===== src/rtl/sim_run_ctrl.sv =====
// sim_run_ctrl
//   Simulation run controller placed between the top-level clock/reset source
//   and the DUT. After rst_i drops it releases NumDomains reset domains one at
//   a time, ResetStagger edges apart, and then enters RUN. In RUN it watches
//   for a halt request, a cycle budget and a heartbeat watchdog. Whichever
//   fires first moves the controller into FINISH, which is terminal until
//   rst_i. In FINISH the sticky finish flag, status and exit code are held.
//
// Ports
//   clk_i          clock
//   rst_i          synchronous reset, active-high
//   heartbeat_i    DUT progress pulse, sampled in RUN only
//   halt_i         DUT end-of-test request, sampled in RUN only
//   halt_code_i    DUT exit code, valid with halt_i
//   rst_domain_o   per-domain reset, active-high
//   run_o          high while in RUN
//   finish_o       sticky end-of-simulation flag
//   status_o       0 NONE, 1 PASS, 2 FAIL, 3 TIMEOUT
//   exit_code_o    captured exit code
//   cycle_count_o  edges since rst_i deassertion, saturating
//
// Every output is a register. No input reaches an output combinationally.
module sim_run_ctrl #(
  parameter int NumDomains     = 4,
  parameter int ResetStagger   = 2,
  parameter int MaxCycles      = 16384,
  parameter int WatchdogCycles = 1024,
  parameter int CountWidth     = 32
) (
  input  logic                  clk_i,
  input  logic                  rst_i,
  input  logic                  heartbeat_i,
  input  logic                  halt_i,
  input  logic [7:0]            halt_code_i,
  output logic [NumDomains-1:0] rst_domain_o,
  output logic                  run_o,
  output logic                  finish_o,
  output logic [1:0]            status_o,
  output logic [7:0]            exit_code_o,
  output logic [CountWidth-1:0] cycle_count_o
);

  localparam int ReleaseEdges = NumDomains * ResetStagger;
  localparam int StaggerWidth = $clog2(ReleaseEdges + 1);

  localparam logic [StaggerWidth-1:0] ReleaseDone = StaggerWidth'(ReleaseEdges);
  localparam logic [CountWidth-1:0]   CountMax    = '1;
  localparam logic [CountWidth-1:0]   BudgetLimit = CountWidth'(MaxCycles);
  // When the watchdog is disabled, this value is never compared (see wd_hit).
  localparam logic [CountWidth-1:0]   WdLast      = CountWidth'(WatchdogCycles - 1);

  localparam logic [1:0] StatusNone    = 2'd0;
  localparam logic [1:0] StatusPass    = 2'd1;
  localparam logic [1:0] StatusFail    = 2'd2;
  localparam logic [1:0] StatusTimeout = 2'd3;

  typedef enum logic [1:0] {
    ST_RESET,
    ST_RELEASE,
    ST_RUN,
    ST_FINISH
  } state_t;

  state_t                  state_reg;
  logic [StaggerWidth-1:0] stagger_reg;
  logic [CountWidth-1:0]   wd_reg;

  logic [StaggerWidth-1:0] stagger_next;
  logic [CountWidth-1:0]   count_next;
  logic [NumDomains-1:0]   dom_hold_next;
  logic                    budget_hit;
  logic                    wd_hit;
  logic                    fin_req;
  logic [1:0]              fin_status;
  logic [7:0]              fin_code;

  // stagger_reg counts edges since deassertion while releasing. It leaves
  // RELEASE at ReleaseDone, so it cannot overflow.
  assign stagger_next = stagger_reg + StaggerWidth'(1);
  assign count_next   = (cycle_count_o == CountMax) ? cycle_count_o
                                                    : cycle_count_o + CountWidth'(1);
  // The budget is compared against the value that this edge writes. The
  // timeout edge therefore shows cycle_count_o == MaxCycles.
  assign budget_hit   = (count_next == BudgetLimit);
  assign wd_hit       = (WatchdogCycles != 0) && !heartbeat_i && (wd_reg == WdLast);

  // Domain gi stays in reset until edge ResetStagger*(gi+1).
  for (genvar gi = 0; gi < NumDomains; gi++) begin : g_dom
    assign dom_hold_next[gi] = (stagger_next < StaggerWidth'(ResetStagger * (gi + 1)));
  end

  // Finish request, in priority order: halt, then budget, then watchdog.
  always_comb begin
    fin_req    = 1'b0;
    fin_status = StatusNone;
    fin_code   = 8'h00;
    case (state_reg)
      ST_RESET, ST_RELEASE: begin
        if (budget_hit) begin
          fin_req    = 1'b1;
          fin_status = StatusTimeout;
          fin_code   = 8'hFF;
        end
      end
      ST_RUN: begin
        if (halt_i) begin
          fin_req    = 1'b1;
          fin_status = (halt_code_i == 8'h00) ? StatusPass : StatusFail;
          fin_code   = halt_code_i;
        end else if (budget_hit) begin
          fin_req    = 1'b1;
          fin_status = StatusTimeout;
          fin_code   = 8'hFF;
        end else if (wd_hit) begin
          fin_req    = 1'b1;
          fin_status = StatusTimeout;
          fin_code   = 8'hFE;
        end
      end
      default: ;
    endcase
  end

  always_ff @(posedge clk_i) begin
    if (rst_i) begin
      state_reg     <= ST_RESET;
      rst_domain_o  <= '1;
      run_o         <= 1'b0;
      finish_o      <= 1'b0;
      status_o      <= StatusNone;
      exit_code_o   <= 8'h00;
      cycle_count_o <= '0;
      wd_reg        <= '0;
      stagger_reg   <= '0;
    end else begin
      case (state_reg)
        ST_RESET, ST_RELEASE: begin
          cycle_count_o <= count_next;
          stagger_reg   <= stagger_next;
          if (fin_req) begin
            state_reg    <= ST_FINISH;
            finish_o     <= 1'b1;
            run_o        <= 1'b0;
            rst_domain_o <= '1;
            status_o     <= fin_status;
            exit_code_o  <= fin_code;
          end else begin
            rst_domain_o <= dom_hold_next;
            if (stagger_next == ReleaseDone) begin
              state_reg <= ST_RUN;
              run_o     <= 1'b1;
              wd_reg    <= '0;
            end else begin
              state_reg <= ST_RELEASE;
            end
          end
        end
        ST_RUN: begin
          cycle_count_o <= count_next;
          wd_reg        <= heartbeat_i ? '0
                         : ((wd_reg == CountMax) ? wd_reg : wd_reg + CountWidth'(1));
          if (fin_req) begin
            state_reg    <= ST_FINISH;
            finish_o     <= 1'b1;
            run_o        <= 1'b0;
            rst_domain_o <= '1;
            status_o     <= fin_status;
            exit_code_o  <= fin_code;
          end
        end
        ST_FINISH: begin
          // Terminal. The DUT is held in reset and every result is frozen.
          rst_domain_o <= '1;
          run_o        <= 1'b0;
          finish_o     <= 1'b1;
        end
        default: state_reg <= ST_RESET;
      endcase
    end
  end

endmodule


===== config.mk =====
export PLATFORM = sky130hd
export DESIGN_NAME = sim_run_ctrl
export DESIGN_NICKNAME = d
export VERILOG_FILES = /design/src/rtl/sim_run_ctrl.sv
export SDC_FILE = /design/constraint.sdc
export NUM_CORES = 1
export LEC_CHECK = 0
export CAP_MARGIN = 30
export CORE_MARGIN = 3
export CORE_UTILIZATION = 55
export DETAILED_ROUTE_END_ITERATION = 10
export PLACE_DENSITY = 0.85
export SLEW_MARGIN = 20
export SYNTH_ARGS = -nofsm -noshare
export SYNTH_HDL_FRONTEND = slang
export SYNTH_SLANG_ARGS = --single-unit

===== constraint.sdc =====
create_clock -name clk_i -period 8.05 [get_ports clk_i]
set_input_delay 1.2075 -clock clk_i [delete_from_list [all_inputs] [get_ports clk_i]]
set_output_delay 1.2075 -clock clk_i [all_outputs]
set_load 0.1 [all_outputs]

==> run_results.csv <==
group,metric,value,unit
place,dp_cells,783,
clocking,cts_tree,"done",
sta,tns,0,ns
critical_path,setup.worst_path.end_class,"flop",
finish,layout_commonest_cell,"dfxtp_1",
clocking,clockBufferDepth,2,
sta,finalWorstSetupSlack,4.06,ns
routing,num_vias,5271,
critical_path,arrival,4.27,ns
clocking,clock_sinks,86,
die,initial_core_util,57.7,%
finish,fin_area,5870,um^2
sta,worst_pin_slew,0.992,ns
synth,synth.yosys.seq_area_share,33.7,%
sta,rsz0062_at_grt,"no",
synth,synthCells,658,
min_path,min_path_type,"flop to flop",
critical_path,r2r_slack,4.06,ns
clocking,cts_buffers,9,
clocking,insertion_delay,0.37,ns
critical_path,worstSetupPathType,"flop to flop",
sta,finalSetupViolCount,0,
die,rows,34,
synth,avgSynthCellArea,7.75,um^2
routing,antenna_left,0,
synth,synthesis.area,5100,um^2
routing,drt_iter0_markers,368,
power,power.total,848,uW
synth,async_flop_share,0,%
power,p_sw,214,uW
global_routing,grt-ovfl-total,0,
die,die-area,10500,um^2
place,port_buffers,59,
power,power_frac_seq,51.4,%
min_path,holdCritStartpoint,"status_o[0]",
routing,dr.pass1.iters,8,
sta,min_period,3.99,ns
power,leakagePower,1.87,nW
sta,hold_viol_final,0,
finish,drive_gt1_share,5.78,%
routing,via_per_inst,6.59,
min_path,hold_depth,1,
synth,ys_warn_count,0,
clocking,cts-htree-levels,3,
sta,max_freq,250,MHz
synth,syn_nets,674,
critical_path,reg2reg_to,"wd_reg[10]",
power,p_int,634,uW
place,placed_area,5630,um^2
routing,post_drt_wl_per_cell,17.5,um
die,die_height,102,um
finish,syn_to_final_growth,15.1,%
power,p_per_area,144,nW/um^2
critical_path,cp_max_fo,31,
global_routing,antenna_found_initial,0,
die,coreArea,8850,um^2
synth,synth_edf_count,0,
critical_path,required,8.32,ns
synth,post_synth_num_cell_types,64,
power,clkPwrFrac,41.6,%
finish,num-nets-final,703,
min_path,hold_end,"status_o[0]",
clocking,clk_pin_slew_worst_paths,0.09,ns
flow_run,cap_viol_max_count,0,
routing,drcViolationCount,0,
sta,skew,0.0172,ns
place,dp_hpwl,9.75,mm
clocking,cts_setup_buffers,0,
clocking,holdBufCountCts,0,
finish,antenna_cells,0,
finish,layout_common_cells,"dfxtp_1 (86), nand2_1 (81), nor2_1 (71), clkdlybuf4s50_1 (58), o21ai_0 (33)",
place,gp_congestion,0.910,
sta,slew_viol_final,0,
global_routing,grt_pass1_vias,4837,
global_routing,grt_util_all_layers,27.1,%
synth,synth_flop_cell,"dfxtp_1",
clocking,cts-root-buf,"clkbuf_8",
power,switching_share,25.3,%
clocking,cts_resized,0,
critical_path,rr_worst_depth,10,
sta,relSlewSlack,33.7,%
synth,synth-seq-cells,86,
global_routing,grt_max_degree,62,
finish,instances_no_fill,800,
die,pin_count,60,
critical_path,cp-start-kind,"flop",
critical_path,r2r-start,"cycle_count_o[0]",
sta,finalCritPeriodShare,49.6,%
global_routing,grt_first_pass_wirelength,23.3,mm
place,dp_slack,3.85,ns
die,die_x,102,um
routing,drt-total-wl,14.0,mm
power,combinationalPowerShare,7.1,%
finish,fillers,742,
power,peakVddDrop,94.5,uV
status,outcome,"finished, final reports clean",
[worst max-delay path, stage by stage, from the launching register on]
cell and delay [ns]:
dfxtp_1 0.50, ha_1 0.31, and4_1 0.41, nand3_4 0.21, or3_1 0.59, a211o_1 0.34, a2111oi_2 0.34, and4_1 0.57
a21oi_2 0.09, buf_4 0.26, a311oi_1 0.28
[kinds of logic (layout without fill, tap and decap cells)]
group,count (synthesis),after routing,share of synthesized area [%]
buffers and inverters,52,86,4.76
AOI/OAI and AO/OA,159,159,22.2
DFF,86,86,33.7
and+or+nand+nor,315,315,31.0
muxes,4,4,0.785
xor gates and xnor gates,38,38,6.52
adders and majority gates,4,4,0.981
[routing by layer]
metal	wire length, um	GRT usage (%)
met1	6070	37.9
met2	6680	44.2
met3	1010	3.41
met4	220	7.27
met5	0	0
[cells in the mapped netlist (all sizes together) (7+ instances only)]
cell type  number  share of area (%)
and2            9                1.1
nand4          26                3.3
nor4           17                2.1
dfxtp          86                 34
o21ai          37                3.6
or3            10                1.2
nand3          33                3.5
nand2          81                6.0
nor3           28                2.7
o21a            8                1.2
a21oi          32                3.2
inv             7               0.52
and4            9                1.6
buf            21                2.5
xnor2          18                3.1
clkbuf         24                1.8
and3           11                1.3
a31oi          21                2.6
xor2           20                3.4
nor2           71                5.2
[area by class of cell]
class                      count  area (um^2)  area share (%)
clock buffer                  10          138            2.34
sequential                    86         1720            29.3
tap                          108          135            2.30
timing repair buffer          63          623            10.6
clock inverter                 6         91.3            1.56
inverter                       7         26.3           0.447
multi-input combinational    520         3140            53.4
[power groups by stage]
stage | Clock (mW) | Combinational (mW) | Sequential [mW]
6_report | 0.353 | 0.0598 | 0.435
5_1_grt | 0.375 | 0.0632 | 0.436
4_1_cts | 0.354 | 0.0583 | 0.435
3_5_place_dp | 0 | 0.0580 | 0.445
3_3_place_gp | 0 | 0.0571 | 0.445
2_1_floorplan | 0 | 0.0220 | 0.464
[how the worst max path moves through the flow]
stage / from / to / slack, ns
final: cycle_count_o[0] / wd_reg[10] / 4.06
after global routing: cycle_count_o[0] / wd_reg[10] / 3.82
after floorplan: cycle_count_o[0] / exit_code_o[1] / 4.30
after global placement: heartbeat_i / wd_reg[25] / 3.88
after CTS: cycle_count_o[0] / wd_reg[10] / 4.08
after detailed placement: heartbeat_i / wd_reg[25] / 3.85
[stage by stage]
| step | util (%) | hold slack (ns) |
|---|---|---|
| after floorplan | - | 0.449 |
| after global placement | 63.5 | 0.459 |
| after detailed placement | 63.6 | 0.471 |
| after CTS | 66.2 | 0.492 |
| after global routing | 66.4 | 0.496 |
| final | 66.4 | 0.488 |
Note: power is estimated with default switching activity, not from simulation.
